==> src/rtl/decode_pkg.sv <==
// Shared decode definitions: class codes, RV32 major opcodes and the decoded
// instruction payload carried from the combinational decoder to the stage.
// The immediate field is carried at the widest supported XLEN (64) and
// truncated by the consumer.
package decode_pkg;

  localparam int unsigned IMM_W = 64;

  localparam logic [3:0] CLS_ALU_R   = 4'd0;
  localparam logic [3:0] CLS_ALU_I   = 4'd1;
  localparam logic [3:0] CLS_LUI     = 4'd2;
  localparam logic [3:0] CLS_AUIPC   = 4'd3;
  localparam logic [3:0] CLS_JAL     = 4'd4;
  localparam logic [3:0] CLS_JALR    = 4'd5;
  localparam logic [3:0] CLS_BRANCH  = 4'd6;
  localparam logic [3:0] CLS_LOAD    = 4'd7;
  localparam logic [3:0] CLS_STORE   = 4'd8;
  localparam logic [3:0] CLS_CSR     = 4'd9;
  localparam logic [3:0] CLS_SYSTEM  = 4'd10;
  localparam logic [3:0] CLS_FENCE   = 4'd11;
  localparam logic [3:0] CLS_CUSTOM  = 4'd12;
  localparam logic [3:0] CLS_ILLEGAL = 4'd15;

  localparam logic [6:0] OP_LUI     = 7'b0110111;
  localparam logic [6:0] OP_AUIPC   = 7'b0010111;
  localparam logic [6:0] OP_JAL     = 7'b1101111;
  localparam logic [6:0] OP_JALR    = 7'b1100111;
  localparam logic [6:0] OP_BRANCH  = 7'b1100011;
  localparam logic [6:0] OP_LOAD    = 7'b0000011;
  localparam logic [6:0] OP_STORE   = 7'b0100011;
  localparam logic [6:0] OP_IMM     = 7'b0010011;
  localparam logic [6:0] OP_OP      = 7'b0110011;
  localparam logic [6:0] OP_SYSTEM  = 7'b1110011;
  localparam logic [6:0] OP_FENCE   = 7'b0001111;
  localparam logic [6:0] OP_CUSTOM0 = 7'b0001011;
  localparam logic [6:0] OP_CUSTOM3 = 7'b1111111;

  typedef struct packed {
    logic [3:0]       cls;
    logic [3:0]       fn;
    logic [4:0]       rd;
    logic [4:0]       rs1;
    logic [4:0]       rs2;
    logic [IMM_W-1:0] imm;
  } dec_t;

  // Sign-extend a 12-bit immediate to the payload width.
  function automatic logic [IMM_W-1:0] sext12(input logic [11:0] v);
    return {{(IMM_W-12){v[11]}}, v};
  endfunction

endpackage

==> src/rtl/instr_decode_comb.sv <==
// Purely combinational RV32 instruction word -> dec_t decoder.
// Parameters: XLEN (32 or 64; selects the shift-immediate funct check).
// Ports: instr (32-bit word in), dec (decoded payload out).
// Build option: DECODE_CUSTOM_EN enables CUSTOM class for custom-0 and
// opcode 7'b1111111 (I-format immediate); otherwise both are ILLEGAL.
module instr_decode_comb
  import decode_pkg::*;
#(
  parameter int unsigned XLEN = 32
) (
  input  logic [31:0] instr,
  output dec_t        dec
);

  logic [6:0]       opcode;
  logic [2:0]       funct3;
  logic [6:0]       funct7;
  logic [IMM_W-1:0] imm_i, imm_s, imm_b, imm_u, imm_j, imm_z;
  logic             sh_zero, sh_alt;
  logic [3:0]       cls;
  logic             alt;
  logic [IMM_W-1:0] imm;

  assign opcode = instr[6:0];
  assign funct3 = instr[14:12];
  assign funct7 = instr[31:25];

  assign imm_i = sext12(instr[31:20]);
  assign imm_s = sext12({instr[31:25], instr[11:7]});
  assign imm_b = {{(IMM_W-13){instr[31]}}, instr[31], instr[7], instr[30:25], instr[11:8], 1'b0};
  assign imm_u = {{(IMM_W-32){instr[31]}}, instr[31:12], 12'b0};
  assign imm_j = {{(IMM_W-21){instr[31]}}, instr[31], instr[19:12], instr[20], instr[30:21], 1'b0};
  assign imm_z = {{(IMM_W-12){1'b0}}, instr[31:20]};

  // RV64 shift amounts take instr[25], leaving a 6-bit function field.
  if (XLEN == 64) begin : g_sh64
    assign sh_zero = (instr[31:26] == 6'h00);
    assign sh_alt  = (instr[31:26] == 6'h10);
  end else begin : g_sh32
    assign sh_zero = (funct7 == 7'h00);
    assign sh_alt  = (funct7 == 7'h20);
  end

  // Classify; anything not explicitly accepted stays ILLEGAL (covers instr==0).
  always_comb begin
    cls = CLS_ILLEGAL;
    alt = 1'b0;
    imm = '0;
    if (instr[1:0] == 2'b11) begin
      case (opcode)
        OP_OP: begin
          if ((funct7 == 7'h00) ||
              ((funct7 == 7'h20) && ((funct3 == 3'd0) || (funct3 == 3'd5)))) begin
            cls = CLS_ALU_R;
            alt = instr[30];
          end
        end
        OP_IMM: begin
          if (funct3 == 3'd1) begin
            if (sh_zero) begin
              cls = CLS_ALU_I;
              alt = instr[30];
              imm = imm_i;
            end
          end else if (funct3 == 3'd5) begin
            if (sh_zero || sh_alt) begin
              cls = CLS_ALU_I;
              alt = instr[30];
              imm = imm_i;
            end
          end else begin
            cls = CLS_ALU_I;
            imm = imm_i;
          end
        end
        OP_LUI: begin
          cls = CLS_LUI;
          imm = imm_u;
        end
        OP_AUIPC: begin
          cls = CLS_AUIPC;
          imm = imm_u;
        end
        OP_JAL: begin
          cls = CLS_JAL;
          imm = imm_j;
        end
        OP_JALR: begin
          if (funct3 == 3'd0) begin
            cls = CLS_JALR;
            imm = imm_i;
          end
        end
        OP_BRANCH: begin
          if ((funct3 != 3'd2) && (funct3 != 3'd3)) begin
            cls = CLS_BRANCH;
            imm = imm_b;
          end
        end
        OP_LOAD: begin
          if ((funct3 != 3'd3) && (funct3 != 3'd6) && (funct3 != 3'd7)) begin
            cls = CLS_LOAD;
            imm = imm_i;
          end
        end
        OP_STORE: begin
          if (funct3 <= 3'd2) begin
            cls = CLS_STORE;
            imm = imm_s;
          end
        end
        OP_SYSTEM: begin
          cls = (funct3 == 3'd0) ? CLS_SYSTEM : CLS_CSR;
          imm = imm_z;
        end
        OP_FENCE: begin
          cls = CLS_FENCE;
          imm = imm_i;
        end
`ifdef DECODE_CUSTOM_EN
        OP_CUSTOM0, OP_CUSTOM3: begin
          cls = CLS_CUSTOM;
          imm = imm_i;
        end
`endif
        default: ;
      endcase
    end

    dec.cls = cls;
    dec.fn  = (cls == CLS_ILLEGAL) ? 4'd0 : {alt, funct3};
    dec.rd  = instr[11:7];
    dec.rs1 = instr[19:15];
    dec.rs2 = instr[24:20];
    dec.imm = imm;
  end

endmodule

==> src/rtl/instr_decode_stage.sv <==
// Registered, FIFO-buffered RV32 decode stage between fetch and issue.
// Parameters: XLEN (immediate width), DEPTH (FIFO entries, power of two),
// PC_W (pc width).
// Ports: clk, rst (async active-high), flush; fetch side in_valid/in_ready/
// in_instr/in_pc; issue side out_valid/out_ready/out_pc/out_cls/out_fn/
// out_rd/out_rs1/out_rs2/out_imm; fill = FIFO occupancy.
// Build option: DECODE_CUSTOM_EN (see instr_decode_comb).
module instr_decode_stage
  import decode_pkg::*;
#(
  parameter int unsigned XLEN  = 32,
  parameter int unsigned DEPTH = 4,
  parameter int unsigned PC_W  = 32
) (
  input  logic                   clk,
  input  logic                   rst,
  input  logic                   flush,
  input  logic                   in_valid,
  output logic                   in_ready,
  input  logic [31:0]            in_instr,
  input  logic [PC_W-1:0]        in_pc,
  output logic                   out_valid,
  input  logic                   out_ready,
  output logic [PC_W-1:0]        out_pc,
  output logic [3:0]             out_cls,
  output logic [3:0]             out_fn,
  output logic [4:0]             out_rd,
  output logic [4:0]             out_rs1,
  output logic [4:0]             out_rs2,
  output logic [XLEN-1:0]        out_imm,
  output logic [$clog2(DEPTH):0] fill
);

  localparam int unsigned AW = $clog2(DEPTH);
  localparam int unsigned FW = AW + 1;

  logic [PC_W-1:0] pc_mem    [DEPTH];
  logic [31:0]     instr_mem [DEPTH];
  logic [AW-1:0]   wptr, rptr;
  logic            full, empty, push, pop;
  dec_t            head_dec;

  assign full     = (fill == FW'(DEPTH));
  assign empty    = (fill == '0);
  // No bypass when full: a same-cycle pop does not open a slot.
  assign in_ready = !full && !flush;
  assign push     = in_valid && in_ready;
  assign pop      = !empty && (!out_valid || out_ready) && !flush;

  instr_decode_comb #(.XLEN(XLEN)) u_dec (
    .instr (instr_mem[rptr]),
    .dec   (head_dec)
  );

  // Upper immediate bits exist only for the widest XLEN.
  if (XLEN < IMM_W) begin : g_imm_trunc
    logic unused_imm_hi;
    assign unused_imm_hi = ^head_dec.imm[IMM_W-1:XLEN];
  end

  // FIFO storage; contents are qualified by fill, so no reset needed.
  always_ff @(posedge clk) begin
    if (push) begin
      pc_mem[wptr]    <= in_pc;
      instr_mem[wptr] <= in_instr;
    end
  end

  // Pointers, occupancy and output register.
  always_ff @(posedge clk or posedge rst) begin
    if (rst) begin
      wptr      <= '0;
      rptr      <= '0;
      fill      <= '0;
      out_valid <= 1'b0;
      out_pc    <= '0;
      out_cls   <= '0;
      out_fn    <= '0;
      out_rd    <= '0;
      out_rs1   <= '0;
      out_rs2   <= '0;
      out_imm   <= '0;
    end else if (flush) begin
      wptr      <= '0;
      rptr      <= '0;
      fill      <= '0;
      out_valid <= 1'b0;
    end else begin
      if (push) wptr <= wptr + AW'(1);
      if (pop)  rptr <= rptr + AW'(1);
      case ({push, pop})
        2'b10:   fill <= fill + FW'(1);
        2'b01:   fill <= fill - FW'(1);
        default: ;
      endcase
      if (pop) begin
        out_valid <= 1'b1;
        out_pc    <= pc_mem[rptr];
        out_cls   <= head_dec.cls;
        out_fn    <= head_dec.fn;
        out_rd    <= head_dec.rd;
        out_rs1   <= head_dec.rs1;
        out_rs2   <= head_dec.rs2;
        out_imm   <= head_dec.imm[XLEN-1:0];
      end else if (out_ready) begin
        out_valid <= 1'b0;
      end
    end
  end

endmodule

==> config.mk <==
export PLATFORM = sky130hd
export DESIGN_NAME = instr_decode_stage
export DESIGN_NICKNAME = d
export VERILOG_FILES = /design/src/rtl/decode_pkg.sv /design/src/rtl/instr_decode_comb.sv /design/src/rtl/instr_decode_stage.sv
export SDC_FILE = /design/constraint.sdc
export NUM_CORES = 1
export LEC_CHECK = 0
export BUFFER_PORTS_ARGS = -buffer_cell sky130_fd_sc_hd__buf_4
export CAP_MARGIN = 15
export CORE_ASPECT_RATIO = 1.25
export CORE_UTILIZATION = 52
export DETAILED_ROUTE_END_ITERATION = 7
export PLACE_DENSITY = 0.83
export SYNTH_ARGS = -nofsm -noshare
export SYNTH_HDL_FRONTEND = slang
export SYNTH_SLANG_ARGS = --single-unit
==> constraint.sdc <==
create_clock -name clk -period 8.6 [get_ports clk]
set_input_delay 1.72 -clock clk [delete_from_list [all_inputs] [get_ports clk]]
set_output_delay 1.72 -clock clk [all_outputs]
set_load 0.01 [all_outputs]
# After elaboration in Yosys (flattened, before gate mapping)
# Memory sizes are Yosys's and may differ from the RTL's. A register that Yosys moved wholly into a read port is not among the register bits.
# Index checks and enable logic that the tools add are counted.
# totals
memories	2
out_inout_bits	92
wordCells	107
input_bits	69
regBits	63
ram_bits	256
# memory_table
name	depth	word_bits	rd	rd_ports_with_merged_regs	wr	line	text
instr_mem	4	32	1	0	1	instr_decode_stage.sv:38	logic [31:0] instr_mem [DEPTH];
pc_mem	4	32	1	1	1	instr_decode_stage.sv:37	logic [PC_W-1:0] pc_mem [DEPTH];
# classes
n_eq_ne	23
muxes	41
bitwise_logic	1
add_sub_neg	4
n_lt_le_gt_ge	1
reduce_logical	25
# op_table
cell	n
$mux 32	9
$pmux 32 s9	1
$pmux 4 s11	1
$mux 4	10
$eq 7x6->1 const B	4
$eq 7x7->1 const B	4
$eq 7x5->1 const B	2
$mux 1	11
$mux 2	5
$logic_and 1x1->1	8
$eq 7x2->1 const B	1
$eq 7x4->1 const B	1
$logic_not 7->1	1
$eq 3x3->1 const B	2
$logic_not 3->1	2
$mux 3	2
$ne 3x2->1 const B	2
$ne 3x3->1 const B	2
$pmux 3 s2	1
$reduce_bool 3->1	2
$add 2x1->2 const B	2
$eq 2x2->1 const B	2
$eq 4x4->1 const B	1
$logic_not 1->1	4
other kinds (11)	15

# Logic depth before layout (Yosys ltp)
# An unclocked memory read counts as a cell.
# depth
depth_word	10
depth_mapped	11
depth_no_buf	9

# Modules after synthesis
# Synthesis repeated with hierarchy kept, for this count alone.
# unflattened
hier_cells	803
area_unflattened_um2	14496.4
# by_module_without_submodules
module	instances	area_each_um2	seq_area_each_um2	cells_per_inst
instr_decode_stage	1	13068.8	10064.7	573
instr_decode_comb	1	1427.6	0.0	230

# Worst setup path after synthesis
# No wires, ideal clock.
# synth_path
kind	in2reg
startpoint	input flush
endpoint	memory instr_mem[0][0] (enable)
path_slack_ns	4.302
required_time_ns	8.171
path_buffers	1
arrival_time_ns	3.868
cell_stages	3
setup_ns	0.429
cell_sequence	clkbuf_1 a21oi_1 and3_1
# synth_via
elab_chain_len	5
# synth_rtl
element	line	text
from (decl)	instr_decode_stage.sv:17	input logic flush,
$logic_not 1->1	instr_decode_stage.sv:46	assign in_ready = !full && !flush;
$logic_and 1x1->1	instr_decode_stage.sv:46	
named net in_ready	instr_decode_stage.sv:19	output logic in_ready,
$logic_and 1x1->1	instr_decode_stage.sv:47	assign push = in_valid && in_ready;
$mux 1	instr_decode_stage.sv:63	if (push) begin
$mux 1 (not written as such)	instr_decode_stage.sv:65	instr_mem[wptr] <= in_instr;
to (decl)	instr_decode_stage.sv:38	
# The timed path passes the listed nets, and every way through them passes these cells.

# Worst setup path in the final report
# layout_path
startpoint	input flush
endpoint	output in_ready
# layout_via
elab_chain_len	2
# layout_rtl
element	line
$logic_not 1->1	instr_decode_stage.sv:46
$logic_and 1x1->1	instr_decode_stage.sv:46
to (decl)	instr_decode_stage.sv:19
# Every way passes these cells.

==> flow_summary.yaml <==
job:
  max-cap-violations: 0
global_routing:
  antenna_found_initial: 1
  grt_overflow_total: 0
  groute.usage.overall_pct: 23.3
  grt_pass1_wl_um: 46600
  first_global_vias: 7758
  grt_max_degree: 87
critical_path:
  path_class: "in2out"
  arrival_ps: 2440
  critPathMaxFanout: 11
  worstPathRequired_ps: 6880
  cp-end-kind: "primary output"
  startpoint_type: "input port"
floorplanning:
  die_h_um: 183
  start_util_pct: 52.8
  row_count: 66
  die_area_um2: 27000
  ios: 161
  coreArea_um2: 25900
  die_w_um: 147
logic_synthesis:
  synth_warnings: 0
  yosysSeqAreaShare_pct: 73.5
  synthCells: 808
  synthFlopType: "edfxtp_1"
  synth_nets: 882
  synth_edf_count: 256
  netlist_top_cells_area: "edfxtp_1, dfrtp_1, mux4_2, nand2_1, a221o_1"
  synth_common_cells: "edfxtp_1, nand2_1, dfrtp_1, mux4_2, nor2_1"
  ys_types: 67
  syn_area_um2: 13700
  async_flop_share_pct: 27.1
  netlist.area_leader.share_pct: 56.1
  yosysTopAreaCell: "edfxtp_1"
  synth.most_common_cell: "edfxtp_1"
  ys_seq_elements: 351
  avgSynthCellArea_um2: 17.0
route:
  routed-via-count: 7722
  drc: 0
  drtIter0Drc: 665
  vias_per_cell: 5.78
  wl_um: 30400
  drt_pass1_iterations: 5
  wire_per_inst_um: 22.8
  detail-route-antenna-nets: 0
pwr:
  p_per_area_nw_per_um2: 306
  total_leakage_power_nw: 6.31
  p_sw_w: 0.00148
  clkPwrFrac_pct: 31.2
  swShare_pct: 29.5
  combPwrFrac_pct: 24.7
  pwr-share-seq_pct: 44.2
  peakVddDrop_v: 0.000228
  power_report.internal_total_w: 0.00354
cells_and_area:
  multi_input_comb_area_um2: 3410
  seqCellArea_um2: 10100
  fillers: 1833
  layoutNonFillerInstCount: 1337
  layout-drive-gt1-share_pct: 31.1
  area_delta_synth_final_pct: 19.7
  layout.nets: 1044
cts:
  cts.clk_slew.worst_paths_ps: 60
  hold_buffers: 0
  clock_latency_ps: 520
  cts_setup_buffers: 0
  cts_buffers: 35
  cts_sinks: 351
  htreeDepth: 2
  cts-resized-gates: 0
  ctsRootBufferMaster: "clkbuf_16"
  cts_tree: "done"
  cts_buffer_depth: 3
sta:
  setup_viol: 0
  skew_ps: 16.5
  slew_headroom_pct: 30.5
  tns_ps: 0
  hold_viol: 0
  post-route-period-util_pct: 48.4
  slew_violations: 0
  min_period_ps: 4160
  tightest_slew_ps: 1040
  fmax_mhz: 240
  grt_setup_unrepaired: "false"
placement:
  dp.cells: 1273
  hpwl_um: 18700
  buffer_ports.inserted: 160
  place_congestion: 0.943
min_path:
  hp-class: "reg2reg"
status:
  status: "finished, final reports clean"
-- cell usage in the layout, fill, tap and decap left out, types with 3 or more instances in the layout --
master / n
buf_4: 168
xnor2_1: 4
mux2i_1: 3
clkbuf_8: 4
a31oi_1: 3
edfxtp_1: 256
nand3_1: 7
bufinv_16: 4
dfrtp_1: 93
clkinv_2: 7
mux4_2: 62
and2_1: 8
and2_0: 4
clkbuf_16: 37
nand2b_1: 4
nor2b_1: 8
a21oi_1: 7
a221o_1: 17
nor2_1: 28
a21o_1: 3
a22oi_1: 9
a32o_1: 7
ha_1: 4
and3_4: 4
nand2_1: 165
inv_1: 7
o21ai_0: 7
o211a_1: 3
a22o_1: 3
clkbuf_1: 5
-- power groups by stage --
stage	logic, W	clock network (W)	registers, W
global route	0.00136	0.00166	0.00224
floorplan	0.000777	0	0.00223
detailed placement	0.00124	0	0.00225
CTS	0.00125	0.00159	0.00222
finish	0.00124	0.00156	0.00222
global placement	0.00122	0	0.00224
-- metal layers --
layer	vias to the layer above	GRT usage, %	routed length, um	part of all wire [%]
li1	3408	-	-	-
met1	3970	30.8	11900	39
met2	282	38.5	15600	51
met3	62	4.99	1990	6.6
met4	0	7.92	849	2.8
met5	-	0	0	0
-- cell families after synthesis --
family / after synthesis / share of synthesized area (%)
buffers and inverters: 52 / 1.84
adders and majority gates: 5 / 0.512
and+or+nand+nor: 251 / 8.32
AOI/OAI and AO/OA: 77 / 4.87
xor gates and xnor gates: 6 / 0.384
DFF: 351 / 73.5
muxes: 66 / 10.6
-- per-stage QoR --
stage | instance area [um2] | worst slack (ps) | total power [W] | hold WS [ps] | utilization (%)
2_1_floorplan | 13700 | 4300 | 0.00301 | 504 | -
3_3_place_gp | 15200 | 4190 | 0.00347 | 463 | 58.6
3_5_place_dp | 15200 | 4080 | 0.00350 | 471 | 58.6
4_1_cts | 16400 | 4430 | 0.00507 | 488 | 63.2
5_1_grt | 16400 | 4260 | 0.00525 | 509 | 63.3
6_report | 16400 | 4440 | 0.00502 | 482 | 63.3
-- cell type report --
cell class	count	share of cell area (%)
clock buffers	46	6.10
inverters	9	0.221
well taps	340	2.59
multi-input cells	405	20.8
repair buffers	168	7.69
flip-flops and latches	351	61.4
clock inverters	17	1.17
diodes	1	0.0153
-- path summary, 6_finish.rpt --
kind	startpoint	endpoint	slack [ps]	cells past startpoint
setup / recovery	flush	in_ready	4440	3
hold / removal	out_pc[20]	out_pc[20]	480	2
setup reg to reg	rptr[0]	out_imm[26]	4530	8
hold reg to reg	out_pc[20]	out_pc[20]	480	2
max in group asynchronous	rst	rptr[0]	6110	3
min in group asynchronous	rst	out_pc[11]	1200	2
-- state kept, by name, summed over array words and instances (netlist names), 4 cells and up --
register / cells
out_fn: 4
instr_mem: 128
out_rd: 5
out_rs1: 5
pc_mem: 128
out_pc: 32
out_rs2: 5
out_imm: 32
out_cls: 4
-- worst max-delay path, stage by stage --
cell     delay, ps
buf_4          150
a21oi_1        360
buf_4          200
No activity file was read; power rests on OpenSTA's default activity.
